**src/rtl/rr_arb_mux_pkg.sv**
```systemverilog
// rr_arb_mux shared definitions: sizing rule and grant helpers.
// Imported by the interface, the picker and the top level.
package arb_mux_pkg;

    localparam int MAX_CHANS = 64;

    // Index width for a channel count; never narrower than one bit.
    function automatic int ptr_w(input int chans);
        return (chans > 1) ? $clog2(chans) : 1;
    endfunction

    function automatic logic onehot_ok(input logic [MAX_CHANS-1:0] vec);
        return $countones(vec) == 1;
    endfunction

    // Pointer after a grant to k; an out-of-range k leaves it alone.
    function automatic int rr_next(input int ptr, input int k, input int chans);
        if (k < 0 || k >= chans)
            return ptr;
        return (k + 1) % chans;
    endfunction

endpackage

```
**src/rtl/rr_arb_mux_if.sv**
```systemverilog
// rr_arb_mux bus: producer handshakes, force controls, output stage.
// master = producers/consumer side, slave = the mux.
interface rr_arb_mux_if #(
    parameter int CHANS = 16,
    parameter int WIDTH = 8
);
    import arb_mux_pkg::*;

    localparam int IW = ptr_w(CHANS);

    logic [CHANS-1:0]            in_valid;
    logic [CHANS-1:0][WIDTH-1:0] in_data;
    logic [CHANS-1:0]            in_ready;
    logic                        force_en;
    logic [CHANS-1:0]            force_sel;
    logic                        out_valid;
    logic [WIDTH-1:0]            out_data;
    logic [IW-1:0]               out_chan;
    logic                        out_ready;
    logic                        sel_err;

    modport master (
        output in_valid, in_data, force_en, force_sel, out_ready,
        input  in_ready, out_valid, out_data, out_chan, sel_err
    );

    modport slave (
        input  in_valid, in_data, force_en, force_sel, out_ready,
        output in_ready, out_valid, out_data, out_chan, sel_err
    );

endinterface

```
**src/rtl/rr_arb_mux_pick.sv**
```systemverilog
// Round-robin picker: rotate requests so ptr sits at bit 0,
// take the lowest set bit, then rotate the index back.
module rr_pick #(
    parameter int CHANS = 16,
    parameter int IW    = 4
) (
    input  logic [CHANS-1:0] req,
    input  logic [IW-1:0]    ptr,
    output logic [CHANS-1:0] gnt,
    output logic [IW-1:0]    gnt_idx,
    output logic             any
);

    logic [CHANS-1:0] rot;
    logic             hit;
    int               off;
    int               sum;

    // Double-width rotate then lowest-set-bit priority encode.
    always_comb begin
        rot = CHANS'({req, req} >> ptr);
        hit = 1'b0;
        off = 0;
        for (int i = 0; i < CHANS; i++) begin
            if (!hit && rot[i]) begin
                hit = 1'b1;
                off = i;
            end
        end
        sum = int'(ptr) + off;
        if (sum >= CHANS)
            sum = sum - CHANS;
        any     = hit;
        gnt_idx = IW'(sum);
        gnt     = '0;
        if (hit)
            gnt[gnt_idx] = 1'b1;
    end

endmodule

```
**src/rtl/rr_arb_mux.sv**
```systemverilog
// rr_arb_mux: N-channel round-robin / forced-select mux with a
// registered output stage and a sticky bad-select flag.
module rr_arb_mux
    import arb_mux_pkg::*;
#(
    parameter int CHANS = 16,
    parameter int WIDTH = 8
) (
    input logic         clk,
    input logic         rst_n,
    rr_arb_mux_if.slave bus
);

    localparam int IW = ptr_w(CHANS);

    logic [IW-1:0]          ptr;
    logic                   q_valid;
    logic [WIDTH-1:0]       q_data;
    logic [IW-1:0]          q_chan;
    logic                   q_err;
    logic                   load;
    logic                   f_ok;
    logic [CHANS-1:0]       rr_gnt;
    logic [IW-1:0]          rr_idx;
    logic                   rr_any;
    logic [IW-1:0]          f_idx;
    logic [IW-1:0]          gidx;
    logic [CHANS-1:0]       gnt;
    logic                   take;
    logic [MAX_CHANS-1:0]   fsel_x;

    rr_pick #(
        .CHANS (CHANS),
        .IW    (IW)
    ) u_pick (
        .req     (bus.in_valid),
        .ptr     (ptr),
        .gnt     (rr_gnt),
        .gnt_idx (rr_idx),
        .any     (rr_any)
    );

    assign load   = !q_valid || bus.out_ready;
    assign fsel_x = MAX_CHANS'(bus.force_sel);
    assign f_ok   = onehot_ok(fsel_x);
    assign gidx   = bus.force_en ? f_idx : rr_idx;
    assign take   = |gnt;

    // Index of the forced channel (meaningful only when one-hot).
    always_comb begin
        f_idx = '0;
        for (int i = 0; i < CHANS; i++) begin
            if (bus.force_sel[i])
                f_idx = IW'(i);
        end
    end

    // Grant: forced channel or round-robin winner, only when loadable.
    always_comb begin
        gnt = '0;
        if (rst_n && load) begin
            if (bus.force_en) begin
                if (f_ok)
                    gnt = bus.force_sel & bus.in_valid;
            end else if (rr_any) begin
                gnt = rr_gnt;
            end
        end
    end

    // Output register, rr pointer and sticky select error.
    always_ff @(posedge clk) begin
        if (!rst_n) begin
            q_valid <= 1'b0;
            q_data  <= '0;
            q_chan  <= '0;
            q_err   <= 1'b0;
            ptr     <= '0;
        end else begin
            if (bus.force_en && !f_ok)
                q_err <= 1'b1;
            if (load) begin
                q_valid <= take;
                if (take) begin
                    q_data <= bus.in_data[gidx];
                    q_chan <= gidx;
                    if (!bus.force_en)
                        ptr <= IW'(rr_next(int'(ptr), int'(gidx), CHANS));
                end
            end
        end
    end

    assign bus.in_ready  = gnt;
    assign bus.out_valid = q_valid;
    assign bus.out_data  = q_data;
    assign bus.out_chan  = q_chan;
    assign bus.sel_err   = q_err;

endmodule

```
**src/flat_wrapper.sv**
```systemverilog
// flat-port wrapper written by rule: the top's interface ports become plain ports
module rr_arb_mux_flat import arb_mux_pkg::*;
#(
    parameter int CHANS = 16,
    parameter int WIDTH = 8
)
  (clk, rst_n, bus_in_valid, bus_in_data, bus_force_en, bus_force_sel, bus_out_ready, bus_in_ready, bus_out_valid, bus_out_data, bus_out_chan, bus_sel_err);
  rr_arb_mux_if #(.CHANS(CHANS), .WIDTH(WIDTH)) bus_i ();
  input logic clk;
  input logic rst_n;
  input wire logic [$bits(bus_i.in_valid)-1:0] bus_in_valid;
  input wire logic [$bits(bus_i.in_data)-1:0] bus_in_data;
  input wire logic [$bits(bus_i.force_en)-1:0] bus_force_en;
  input wire logic [$bits(bus_i.force_sel)-1:0] bus_force_sel;
  input wire logic [$bits(bus_i.out_ready)-1:0] bus_out_ready;
  output wire logic [$bits(bus_i.in_ready)-1:0] bus_in_ready;
  output wire logic [$bits(bus_i.out_valid)-1:0] bus_out_valid;
  output wire logic [$bits(bus_i.out_data)-1:0] bus_out_data;
  output wire logic [$bits(bus_i.out_chan)-1:0] bus_out_chan;
  output wire logic [$bits(bus_i.sel_err)-1:0] bus_sel_err;
  assign bus_i.in_valid = bus_in_valid;
  assign bus_i.in_data = bus_in_data;
  assign bus_i.force_en = bus_force_en;
  assign bus_i.force_sel = bus_force_sel;
  assign bus_i.out_ready = bus_out_ready;
  assign bus_in_ready = bus_i.in_ready;
  assign bus_out_valid = bus_i.out_valid;
  assign bus_out_data = bus_i.out_data;
  assign bus_out_chan = bus_i.out_chan;
  assign bus_sel_err = bus_i.sel_err;
  rr_arb_mux #(.CHANS(CHANS), .WIDTH(WIDTH)) u_core (.clk(clk), .rst_n(rst_n), .bus(bus_i));
endmodule
```
**config.mk**
```make
export PLATFORM = sky130hd
export DESIGN_NAME = rr_arb_mux_flat
export DESIGN_NICKNAME = d
export VERILOG_FILES = /design/src/rtl/rr_arb_mux_pkg.sv /design/src/rtl/rr_arb_mux_if.sv /design/src/rtl/rr_arb_mux_pick.sv /design/src/rtl/rr_arb_mux.sv /design/src/flat_wrapper.sv
export SDC_FILE = /design/constraint.sdc
export NUM_CORES = 1
export LEC_CHECK = 0
export CAP_MARGIN = 10
export CORE_MARGIN = 4
export CORE_UTILIZATION = 45
export DETAILED_ROUTE_END_ITERATION = 10
export PLACE_DENSITY = 0.9
export SLEW_MARGIN = 15
export SYNTH_ARGS = -nofsm -noshare
export SYNTH_HDL_FRONTEND = slang
export SYNTH_SLANG_ARGS = --single-unit
```
**constraint.sdc**
```tcl
create_clock -name clk -period 9.3 [get_ports clk]
set_input_delay 1.86 -clock clk [delete_from_list [all_inputs] [get_ports clk]]
set_output_delay 1.86 -clock clk [all_outputs]
set_load 0.05 [all_outputs]
```
==> impl_metrics.py <==
metrics = {
    "sta": {
        "finClkSkew_ps": 5.78,
        "rsz0062_at_grt": "yes",
        "post-route-period-util": 0.980,
        "worst_slew_pin_slew_ps": 1100,
        "slew_headroom": 0.264,
        "tns_ps": 0,
        "slew_violations": 0,
        "finalHoldViolCount": 0,
        "max_clock_freq_mhz": 110,
        "setup_viol": 0,
        "fin_crit_ps": 9110,
    },
    "run": {
        "cap_violations": 0,
    },
    "route": {
        "num_vias": 5790,
        "drt_iter0_drc": 373,
        "firstDrtPassIters": 5,
        "antenna_left": 0,
        "wl_um": 19000,
        "drc": 0,
        "wl_per_cell_um": 20.9,
        "vias_per_cell": 6.35,
    },
    "floorplan": {
        "io-pin-count": 194,
        "die-area_um2": 12200,
        "std_cell_rows": 37,
        "start_util": 0.460,
        "die_h_um": 110,
        "die_width_um": 110,
        "core_area_um2": 10200,
    },
    "pwr": {
        "switching_share": 0.531,
        "ir_worst_vdd_mv": 0.131,
        "pwr-share-comb": 0.868,
        "seqPwrFrac": 0.090,
        "power_density_nw_per_um2": 217,
        "intPower_uw": 724,
        "clock_power_share": 0.042,
        "switching_power_uw": 819,
        "leakage_nw": 2.80,
    },
    "critical_path": {
        "critPathTopFamily": "adder cells",
        "crit_fanout": 4,
        "cp_slowest_stage_delay_ps": 710,
        "reg2regPathDepth": 19,
        "required_ps": 7440,
        "cp-end-kind": "output pin",
        "critPathArrivalTime_ps": 7250,
        "crit_path_top_delay_cell": "or4b_2",
        "start_kind": "input port",
        "cp_cell_sequence": "clkdlybuf4s50_1, ha_1, fa_1, inv_1, fa_1, fa_1, inv_1, fa_1, ha_1, fa_1, or4b_2, o21ai_2, buf_4, nand4_1, buf_6, o21ai_0, buf_4, buf_12",
        "worstSetupPathType": "in -> out",
        "cp_num_buf_inv": 7,
        "crit_top_cell": "fa_1",
        "worst-path-stages": 18,
    },
    "placement": {
        "place.port_buffers": 193,
        "place_area_um2": 7000,
        "place_congestion": 0.943,
        "dp_hpwl_um": 15900,
    },
    "clock_tree": {
        "cts_sinks": 18,
        "clockBufferDepth": 2,
        "cts-root-buf": "clkbuf_8",
        "clock_latency_ps": 260,
        "clk_pin_slew_ps": 60,
        "numCtsBuffers": 3,
        "htree_levels": 1,
        "cts_tree": "done",
    },
    "status": {
        "status": "completed",
    },
    "synth": {
        "seq_area_frac_synth": 0.0766,
        "async_flop_share": 0,
        "synth_edf_count": 0,
        "synth_top_area_frac": 0.143,
        "syn_area_um2": 4700,
        "synth-seq-cells": 18,
        "synth_fp_nets": 786,
        "synth_warnings": 0,
        "yosys.cell_types.count": 81,
        "synth_cells": 589,
        "synth.avg_cell_area_um2": 7.99,
        "synthFlopType": "dfxtp_1",
        "synth_top_cell_by_area": "mux2i_1",
        "synth.area.top_cells": "mux2i_1 14%, dfxtp_1 7.7%, ha_1 5.6%",
    },
    "global_route": {
        "track_usage": 0.307,
        "grt_max_degree": 36,
        "antenna_found_initial": 1,
        "overflow": 0,
        "grt_pass1_vias": 5923,
        "grt_pass1_wl_um": 29100,
    },
    "worst_hold_path": {
        "whs_path_depth": 2,
        "hold_class": "reg -> reg",
    },
    "layout": {
        "final_common_cell": "clkdlybuf4s50_1",
        "syn_to_final_growth_pct": 51.2,
        "final_cell_mix": "177 x clkdlybuf4s50_1, 67 x mux2i_1, 50 x nand2_1, 36 x o21ai_0, 31 x inv_1",
        "fillers": 793,
        "drive_above_1_share": 0.142,
        "fin_nets": 973,
        "stdcell_area_um2": 7110,
    },
}
[through the flow]
stage               hold slack, ps  setup slack [ps]  utilization  cells  total power, mW
global route                   502             -18.0        0.695    912             1.65
CTS                            465              43.3        0.690    908             1.51
floorplan                      664               256            -    589             1.05
finish                         462               188        0.695    912             1.54
global placement               448               130        0.684    904             1.42
detailed placement             456              51.9        0.684    904             1.45
[cell families (layout without fill, tap and decap cells)]
| family | after synthesis | in the layout | synth area share |
|---|---|---|---|
| multiplexers | 97 | 97 | 0.243 |
| AO/OA/AOI/OAI | 199 | 199 | 0.318 |
| buffers and inverters | 77 | 263 | 0.0713 |
| other | 0 | 1 | 0 |
| flip-flops | 18 | 18 | 0.0766 |
| AND/OR/NAND/NOR | 158 | 158 | 0.170 |
| adder cells (fa/ha/maj) | 33 | 33 | 0.107 |
| XOR/XNOR | 7 | 7 | 0.0146 |
[final timing paths]
kind                     startpoint                endpoint  slack [ps]
min          u_core.bus.out_data[6]  u_core.bus.out_data[6]         460
max               bus_force_sel[14]        bus_in_ready[13]         190
min reg2reg  u_core.bus.out_data[6]  u_core.bus.out_data[6]         460
max reg2reg           u_core.ptr[1]  u_core.bus.out_data[6]        2940
[flip-flops by register name (all words and copies together) (netlist names)]
register              cells
u_core.bus.out_data       8
u_core.bus.sel_err        1
u_core.ptr                4
u_core.bus.out_valid      1
u_core.bus.out_chan       4
[layout make-up]
| cell class | instances | area (µm²) | share of cell area |
|---|---|---|---|
| clock buffers | 4 | 55.1 | 0.00774 |
| multi-input cells | 494 | 4050 | 0.570 |
| flip-flops and latches | 18 | 360 | 0.0507 |
| repair buffers | 225 | 2340 | 0.329 |
| diodes | 1 | 2.50 | 0.000352 |
| inverters | 34 | 128 | 0.0180 |
| well taps | 136 | 170 | 0.0239 |
[power by group through the flow]
stage / Sequential [mW] / Clock (mW) / Combinational [mW]
3_5_place_dp: 0.140 / 0 / 1.31
4_1_cts: 0.138 / 0.0638 / 1.31
6_report: 0.138 / 0.0646 / 1.34
3_3_place_gp: 0.139 / 0 / 1.28
5_1_grt: 0.142 / 0.0673 / 1.44
2_1_floorplan: 0.193 / 0 / 0.860
[layer usage]
| layer | GRT usage | vias to the layer above | part of all wire |
|---|---|---|---|
| li1 | - | 2666 | - |
| met1 | 0.318 | 2738 | 0.35 |
| met2 | 0.572 | 297 | 0.52 |
| met3 | 0.0390 | 89 | 0.058 |
| met4 | 0.207 | 0 | 0.075 |
| met5 | 0 | - | 0 |
[worst reg2reg max path, cell delays in order (launching register included)]
cell,delay (ps)
dfxtp_1,760
buf_4,340
mux2i_1,380
o22ai_1,250
or3b_2,530
o32ai_2,260
o2111ai_1,200
a221o_1,350
o211ai_1,120
ha_1,220
inv_1,60
fa_1,580
a22oi_2,650
buf_6,260
buf_4,270
mux2i_1,310
o21ai_0,130
a221oi_1,330
a32o_1,200
mux2i_1,70
[cell usage after synthesis (all sizes together) (2+ instances only)]
master   number
a2111oi       2
a211o         2
a211oi        9
a21o          4
a21oi        30
a221o         9
a221oi        9
a22o          2
a22oi         4
a2bb2o        2
a2bb2oi       2
a311oi        2
a31oi        13
a32o         10
a32oi         9
and2          6
and3          2
buf          17
clkbuf       26
dfxtp        18
fa           12
ha           21
inv          33
mux2         20
mux2i        67
mux4         10
nand2        50
nand2b        6
nand3        24
nand4         5
nor2         28
nor2b        15
nor3          6
nor3b         3
nor4          5
o2111ai       2
o211ai       20
o21ai        38
o22a          3
o22ai        10
o2bb2ai       2
o31ai         4
or4b          2
xnor2         6
[repair_timing]
item | 4_1_cts | 5_1_grt
endpoints found under the setup margin | 0 | 4
hold buffers | 0 | 0
buffers inserted | 0 | 2
gates resized for setup | 0 | 9
Note: power is estimated with default switching activity, not from simulation.
